===== config.mk =====
export PLATFORM = sky130hd
export DESIGN_NAME = pipeline_hazard_ctrl_flat
export DESIGN_NICKNAME = d
export VERILOG_FILES = /design/src/rtl/pipeline_hazard_ctrl_if.sv /design/src/rtl/pipeline_hazard_ctrl.sv /design/src/flat_wrapper.sv
export SDC_FILE = /design/constraint.sdc
export NUM_CORES = 1
export LEC_CHECK = 0
export ABC_CLOCK_PERIOD_IN_PS = 2250
export CAP_MARGIN = 30
export CORE_MARGIN = 2
export CORE_UTILIZATION = 39
export DETAILED_ROUTE_END_ITERATION = 10
export HOLD_SLACK_MARGIN = 0.05
export PLACE_DENSITY = 0.82
export SLEW_MARGIN = 10
export SYNTH_ARGS = -nofsm -noshare
export SYNTH_HDL_FRONTEND = slang
export SYNTH_SLANG_ARGS = --single-unit

===== constraint.sdc =====
create_clock -name clk -period 2.25 [get_ports clk]
set_input_delay 0.3375 -clock clk [delete_from_list [all_inputs] [get_ports clk]]
set_output_delay 0.3375 -clock clk [all_outputs]
set_load 0.02 [all_outputs]

===== src/rtl/pipeline_hazard_ctrl_if.sv =====
// Hazard controller bus: pipeline register indices and status in, stall/flush/forward controls out.
interface pipeline_hazard_ctrl_if;
  logic [4:0] rs1_ID;
  logic [4:0] rs2_ID;
  logic [4:0] rs1_EX;
  logic [4:0] rs2_EX;
  logic [4:0] rd_EX;
  logic       MemRead_EX;
  logic [4:0] rd_MEM;
  logic       RegWrite_MEM;
  logic [4:0] rd_WB;
  logic       RegWrite_WB;
  logic       branch_taken_EX;
  logic       mem_busy;
  logic       PCWrite;
  logic       IFIDWrite;
  logic       IDEX_bubble;
  logic       IFID_flush;
  logic       pipe_hold;
  logic [1:0] forwardA;
  logic [1:0] forwardB;
  logic       mem_timeout;

  modport master (
    output rs1_ID, rs2_ID, rs1_EX, rs2_EX, rd_EX, MemRead_EX, rd_MEM, RegWrite_MEM,
           rd_WB, RegWrite_WB, branch_taken_EX, mem_busy,
    input  PCWrite, IFIDWrite, IDEX_bubble, IFID_flush, pipe_hold, forwardA, forwardB,
           mem_timeout
  );

  modport slave (
    input  rs1_ID, rs2_ID, rs1_EX, rs2_EX, rd_EX, MemRead_EX, rd_MEM, RegWrite_MEM,
           rd_WB, RegWrite_WB, branch_taken_EX, mem_busy,
    output PCWrite, IFIDWrite, IDEX_bubble, IFID_flush, pipe_hold, forwardA, forwardB,
           mem_timeout
  );
endinterface


===== src/rtl/pipeline_hazard_ctrl.sv =====
// Stall/flush/forward scheduler for the 5-stage RV32 pipeline with a memory-wait watchdog.
// Optional HAZARD_PERF_EN adds stall_cnt/flush_cnt performance counters.
module pipeline_hazard_ctrl #(
  parameter int unsigned MEM_TIMEOUT = 16,
  parameter int unsigned CNT_W       = 8
) (
  input  logic                  clk,
  input  logic                  reset,
  pipeline_hazard_ctrl_if.slave hz
`ifdef HAZARD_PERF_EN
  ,
  output logic [31:0]           stall_cnt,
  output logic [31:0]           flush_cnt
`endif
);

  localparam int unsigned PERF_W = 32;

  typedef enum logic [1:0] {
    ST_RUN      = 2'd0,
    ST_MEM_WAIT = 2'd1,
    ST_ERROR    = 2'd2
  } state_t;

  state_t           state_q, state_d;
  logic [CNT_W-1:0] wait_cnt_q, wait_cnt_d;
  logic             load_use;

  assign load_use = hz.MemRead_EX && (hz.rd_EX != 5'd0) &&
                    ((hz.rd_EX == hz.rs1_ID) || (hz.rd_EX == hz.rs2_ID));

  // State register
  always_ff @(posedge clk or negedge reset) begin
    if (!reset) begin
      state_q    <= ST_RUN;
      wait_cnt_q <= '0;
    end else begin
      state_q    <= state_d;
      wait_cnt_q <= wait_cnt_d;
    end
  end

  // Next-state and watchdog counter
  always_comb begin
    state_d    = state_q;
    wait_cnt_d = wait_cnt_q;
    case (state_q)
      ST_RUN: begin
        if (hz.mem_busy) begin
          state_d    = ST_MEM_WAIT;
          wait_cnt_d = CNT_W'(1);
        end
      end
      ST_MEM_WAIT: begin
        if (!hz.mem_busy) begin
          state_d    = ST_RUN;
          wait_cnt_d = '0;
        end else if (wait_cnt_q == CNT_W'(MEM_TIMEOUT - 1)) begin
          state_d = ST_ERROR;
        end else begin
          wait_cnt_d = wait_cnt_q + CNT_W'(1);
        end
      end
      ST_ERROR: state_d = ST_ERROR;
      default: begin
        state_d    = ST_RUN;
        wait_cnt_d = '0;
      end
    endcase
  end

  // Pipeline controls; a released wait falls straight into run priority in the same cycle
  always_comb begin
    hz.PCWrite     = 1'b1;
    hz.IFIDWrite   = 1'b1;
    hz.IDEX_bubble = 1'b0;
    hz.IFID_flush  = 1'b0;
    hz.pipe_hold   = 1'b0;
    hz.mem_timeout = 1'b0;
    if (state_q == ST_ERROR) begin
      hz.PCWrite     = 1'b0;
      hz.IFIDWrite   = 1'b0;
      hz.pipe_hold   = 1'b1;
      hz.mem_timeout = 1'b1;
    end else if (hz.mem_busy) begin
      hz.PCWrite   = 1'b0;
      hz.IFIDWrite = 1'b0;
      hz.pipe_hold = 1'b1;
    end else if (hz.branch_taken_EX) begin
      hz.IFID_flush  = 1'b1;
      hz.IDEX_bubble = 1'b1;
    end else if (load_use) begin
      hz.PCWrite     = 1'b0;
      hz.IFIDWrite   = 1'b0;
      hz.IDEX_bubble = 1'b1;
    end
  end

  // EX operand forwarding; MEM is younger so it wins over WB, x0 never forwards
  always_comb begin
    hz.forwardA = 2'b00;
    hz.forwardB = 2'b00;
    if (hz.RegWrite_MEM && (hz.rd_MEM != 5'd0) && (hz.rd_MEM == hz.rs1_EX))
      hz.forwardA = 2'b10;
    else if (hz.RegWrite_WB && (hz.rd_WB != 5'd0) && (hz.rd_WB == hz.rs1_EX))
      hz.forwardA = 2'b01;
    if (hz.RegWrite_MEM && (hz.rd_MEM != 5'd0) && (hz.rd_MEM == hz.rs2_EX))
      hz.forwardB = 2'b10;
    else if (hz.RegWrite_WB && (hz.rd_WB != 5'd0) && (hz.rd_WB == hz.rs2_EX))
      hz.forwardB = 2'b01;
  end

`ifdef HAZARD_PERF_EN
  always_ff @(posedge clk or negedge reset) begin
    if (!reset) begin
      stall_cnt <= '0;
      flush_cnt <= '0;
    end else begin
      if (!hz.PCWrite)   stall_cnt <= stall_cnt + PERF_W'(1);
      if (hz.IFID_flush) flush_cnt <= flush_cnt + PERF_W'(1);
    end
  end
`endif

endmodule

===== src/flat_wrapper.sv =====
// flat-port wrapper written by rule: the top's interface ports become plain ports
module pipeline_hazard_ctrl_flat 
#(
  parameter int unsigned MEM_TIMEOUT = 16,
  parameter int unsigned CNT_W       = 8
)
  (clk, reset, hz_rs1_ID, hz_rs2_ID, hz_rs1_EX, hz_rs2_EX, hz_rd_EX, hz_MemRead_EX, hz_rd_MEM, hz_RegWrite_MEM, hz_rd_WB, hz_RegWrite_WB, hz_branch_taken_EX, hz_mem_busy, hz_PCWrite, hz_IFIDWrite, hz_IDEX_bubble, hz_IFID_flush, hz_pipe_hold, hz_forwardA, hz_forwardB, hz_mem_timeout);
  pipeline_hazard_ctrl_if hz_i ();
  input  logic clk;
  input  logic reset;
  input wire logic [$bits(hz_i.rs1_ID)-1:0] hz_rs1_ID;
  input wire logic [$bits(hz_i.rs2_ID)-1:0] hz_rs2_ID;
  input wire logic [$bits(hz_i.rs1_EX)-1:0] hz_rs1_EX;
  input wire logic [$bits(hz_i.rs2_EX)-1:0] hz_rs2_EX;
  input wire logic [$bits(hz_i.rd_EX)-1:0] hz_rd_EX;
  input wire logic [$bits(hz_i.MemRead_EX)-1:0] hz_MemRead_EX;
  input wire logic [$bits(hz_i.rd_MEM)-1:0] hz_rd_MEM;
  input wire logic [$bits(hz_i.RegWrite_MEM)-1:0] hz_RegWrite_MEM;
  input wire logic [$bits(hz_i.rd_WB)-1:0] hz_rd_WB;
  input wire logic [$bits(hz_i.RegWrite_WB)-1:0] hz_RegWrite_WB;
  input wire logic [$bits(hz_i.branch_taken_EX)-1:0] hz_branch_taken_EX;
  input wire logic [$bits(hz_i.mem_busy)-1:0] hz_mem_busy;
  output wire logic [$bits(hz_i.PCWrite)-1:0] hz_PCWrite;
  output wire logic [$bits(hz_i.IFIDWrite)-1:0] hz_IFIDWrite;
  output wire logic [$bits(hz_i.IDEX_bubble)-1:0] hz_IDEX_bubble;
  output wire logic [$bits(hz_i.IFID_flush)-1:0] hz_IFID_flush;
  output wire logic [$bits(hz_i.pipe_hold)-1:0] hz_pipe_hold;
  output wire logic [$bits(hz_i.forwardA)-1:0] hz_forwardA;
  output wire logic [$bits(hz_i.forwardB)-1:0] hz_forwardB;
  output wire logic [$bits(hz_i.mem_timeout)-1:0] hz_mem_timeout;
  assign hz_i.rs1_ID = hz_rs1_ID;
  assign hz_i.rs2_ID = hz_rs2_ID;
  assign hz_i.rs1_EX = hz_rs1_EX;
  assign hz_i.rs2_EX = hz_rs2_EX;
  assign hz_i.rd_EX = hz_rd_EX;
  assign hz_i.MemRead_EX = hz_MemRead_EX;
  assign hz_i.rd_MEM = hz_rd_MEM;
  assign hz_i.RegWrite_MEM = hz_RegWrite_MEM;
  assign hz_i.rd_WB = hz_rd_WB;
  assign hz_i.RegWrite_WB = hz_RegWrite_WB;
  assign hz_i.branch_taken_EX = hz_branch_taken_EX;
  assign hz_i.mem_busy = hz_mem_busy;
  assign hz_PCWrite = hz_i.PCWrite;
  assign hz_IFIDWrite = hz_i.IFIDWrite;
  assign hz_IDEX_bubble = hz_i.IDEX_bubble;
  assign hz_IFID_flush = hz_i.IFID_flush;
  assign hz_pipe_hold = hz_i.pipe_hold;
  assign hz_forwardA = hz_i.forwardA;
  assign hz_forwardB = hz_i.forwardB;
  assign hz_mem_timeout = hz_i.mem_timeout;
  pipeline_hazard_ctrl #(.MEM_TIMEOUT(MEM_TIMEOUT), .CNT_W(CNT_W)) u_core (.clk(clk), .reset(reset), .hz(hz_i));
endmodule

==> results.md <==
Critical path:
- By startpoint and endpoint, the worst setup path is classified as input port to output pin.
- The reg-to-reg setup timing slack is 0.24 ns.
- The worst register-to-register path ends at u_core.wait_cnt_q[0].
- The sort of element at the start of the critical path is an input port.
- Data on the critical path is required at its endpoint by 1.91 ns.
- The kind of capture point of the worst setup path is an output pin.
- The largest fanout on the critical path is 2.
- In this run the critical register-to-register path is launched from u_core.wait_cnt_q[5].
- Counting cells, the worst reg-to-reg path comes to 4.
- The arrival time at the worst endpoint is approximately 1.9 ns.

Placement:
- After detailed placement, the design holds a cell count of 207.
- After detailed placement, the total cell area comes to 0.00168 sq mm.
- The detailed placement HPWL is 2.51 mm.
- At the end of routability-driven placement, the weighted congestion stood at about 0.8.
- Prior to clock tree synthesis, the placed netlist has a worst setup slack of -0.642 ns.
- The count of port buffers added during placement is 51.

Die:
- The die boundary width is roughly 54 um.
- The area of the die is 0.00289 sq mm.
- The die extent in y is 53.7 um.
- The core footprint is between 0.002 and 0.0025 sq mm.
- The starting density of the core is about two fifths.
- The number of top-level design ports is 52.
- Row generation in the floorplan step produced 18 rows.

Routing:
- After detailed routing, the total wire length is 3.46 mm.
- The total number of vias is 1132.
- The number of remaining DRC errors is 0.
- In this run, the number of DRC markers left after iteration 0 of detailed routing was 23.
- The vias per cell is 5.29.
- The number of search-and-repair iterations in the first detailed-routing pass is 4.
- In this run the remaining antenna-violating nets after routing total 0.
- After detailed routing, the average wire length per cell comes to 16.2 um.

Synthesis:
- By area the synthesized netlist is led by dfrtp_1 (26%), xor2_1 (22%), xnor2_1 (7.3%).
- The share of the Yosys chip area taken by registers is 25.9%.
- The register bit count reported by yosys is 10.
- The post-synthesis instance area is 965 sq um.
- The flip-flop cell with the highest count after synthesis is dfrtp_1.
- The number of warnings issued by yosys is 0.
- The number of nets handed over by synthesis was roughly 150.
- Of all flip-flops after synthesis, the portion carrying an async set or reset was 100%.
- The biggest area contributor in the post-synthesis netlist is dfrtp_1.
- The unique cell type count in the Yosys netlist is 35.
- The area share of the leading cell type in the synthesized netlist is 25.9%.
- The count of mapped cells out of synthesis is 106.
- The number of enable-type register cells in the synthesized netlist is 0.
- Averaged over all synthesized cells, the footprint is a little over 9 sq um.

Clock tree:
- The H-tree depth is 1.
- The number of clock buffers added by TritonCTS is 3.
- Clock tree synthesis found a total of 10 sinks.
- For the worst-skew pair, the clock arrives at the later sink with an insertion delay of between 0.2 and 0.3 ns.
- The cell chosen for the clock root is clkbuf_4.
- The TritonCTS clock tree is built.
- The clock transition at the register clock pins on the worst setup and hold paths after CTS is 0.08 ns.
- Counting along the longest clock path gives a buffer depth of 2.
- The quantity of hold-fixing buffers added after cts is 0.

Pwr:
- Of the total power, the share spent switching nets is 31.6%.
- The worst-case IR drop observed on VDD is 0.329 mV.
- In this run, the combinational gates consume 41.4% of the power.
- The standby leakage power is about 0.00083 uW.
- The net load switching power is 206 uW.
- The clock network burns 26.6% of the power.
- The post-layout total power is roughly 650 uW.
- Internal power comes to 445 uW.
- For this design the ratio of total power to cell area is 360 mW/mm^2.
- Registers are responsible for 32.0% of the overall power.

Timing:
- Headroom to the max-slew limit came out at between 60 and 70%.
- The fmax is around 450 MHz.
- The final worst clock skew is 0.00666 ns.
- The fraction of the cycle the final worst path needs is between 90% and 100%.
- The number of hold-slack violations in the final timing report is 0.
- Setup slack on the critical path of the routed design comes to 0.0246 ns.
- The slew at the pin with the worst max-slew slack is 0.463 ns.
- The max-slew violation count was 0.
- The worst path in the final design needs a cycle of 2.23 ns, including I/O delays and setup.
- Setup violations remaining at the end of the flow were counted as 0.

Global routing:
- Global routing used 23.6% of the available tracks.
- For this run the aggregate overflow at the end of global routing stands at 0.
- The first-pass GRT wire length is around 4.8 mm.
- The initial antenna violation count came to 0.
- The largest net degree at the start of global routing is 11.
- The number of global-route vias before repair was roughly 1100.

Cells and area:
- The final core utilization is roughly three quarters.
- In the final layout, the multi-input gates occupy about 800 sq um.
- In the final layout, the share of cells above drive strength 1 is 32.6%.
- The number of standard cells in the final layout excluding fillers is 214.
- The layout filler cell count is approximately 150.
- In the final design database the tool counted 228 nets.
- The sequential cells in the finished layout cover a total of 250 sq um.
- The number of antenna diodes in the final layout is 0.
- The synthesis-to-layout area growth is 87.4%.
- The leading cell type in the layout, fill and taps excluded is clkdlybuf4s50_1.
- The library cells used most frequently in the layout, excluding fill and tap cells, are clkdlybuf4s50_1 (28), xor2_1 (24), buf_4 (24).
- The summed area of non-filler cells in the final layout is 0.00181 sq mm.

Hold path:
- The min-delay analysis places its worst path in the category input port to asynchronous set/reset pin.

Status:
- The run finished with clean final reports.

Job:
- The max capacitance violation total is 0.
[critical path, stage by stage]
cell and delay (ns):
clkdlybuf4s50_1 0.51, xnor2_1 0.13, nand3_1 0.13, nor4_4 0.39, dlygate4sd2_1 0.38
[power groups by stage]
stage	logic (uW)	registers, uW	clock network, uW
floorplan	96.9	208	0
global placement	239	209	0
detailed placement	247	212	0
CTS	252	208	180
global route	288	211	191
finish	270	209	173
[metrics by stage]
step | TNS (ns) | hold WS, ns
2_1_floorplan | 0 | 0.0419
3_3_place_gp | -2.97 | 0.493
3_5_place_dp | -3.35 | 0.529
4_1_cts | -0.0127 | 0.374
5_1_grt | -0.0697 | 0.372
6_report | 0 | 0.369
[synthesized netlist by cell type, types with 3 or more instances]
library cell / count
xor2_1: 24
o21ai_0: 5
and3_1: 4
xnor2_1: 8
nand3_1: 5
or4_1: 5
nand2_1: 3
nor3_1: 3
nor4_1: 5
dfrtp_1: 10
nor2_1: 5
[cell families (layout without fill, tap and decap cells)]
kind of cell,count (synthesis),after routing,share of synthesized area (%)
simple gates,40,40,25.3
xor+xnor,32,32,29.1
compound gates,19,19,15.3
buf+inv,3,81,1.56
fa+ha+maj,1,1,1.30
mux,1,1,1.56
flops,10,10,25.9
[worst max path at each step]
stage                           endpoint         start  cells past startpoint
final                     hz_forwardB[1]  hz_rs2_EX[3]                      5
after global routing      hz_forwardB[1]  hz_rs2_EX[3]                      5
after CTS                 hz_forwardB[0]   hz_rd_WB[3]                      6
after detailed placement  hz_forwardB[0]  hz_rd_MEM[0]                      6
after global placement    hz_forwardB[0]  hz_rd_MEM[0]                      6
after floorplan           hz_forwardA[0]  hz_rd_MEM[0]                      4
[cell type report]
cell class | instances | share of cell area [%]
clock buffers | 4 | 2.01
inverters | 2 | 0.415
multi-input cells | 93 | 44.2
flip-flops and latches | 10 | 13.8
well taps | 30 | 2.08
repair buffers | 75 | 37.4
[registers in the layout, indices dropped and copies added, names as in the netlist]
name / count
u_core.wait_cnt_q: 8
u_core.state_q: 2
[timing repair]
item / in CTS / in global routing
gates resized for setup: 51 / 24
setup endpoints to repair: 7 / 8
setup buffers: 2 / 1
pin swaps: 4 / 5
gates cloned: 0 / 0
[per-layer routing]
metal | routed length, um | vias up | share of wire [%] | GRT usage, %
met1 | 1300 | 534 | 38 | 27.8
li1 | - | 544 | - | -
met2 | 1920 | 48 | 56 | 41.5
met3 | 177 | 6 | 5.1 | 5.56
met5 | 0 | - | 0 | 0
met4 | 59 | 0 | 1.7 | 7.69
Note: power is estimated with default switching activity, not from simulation.
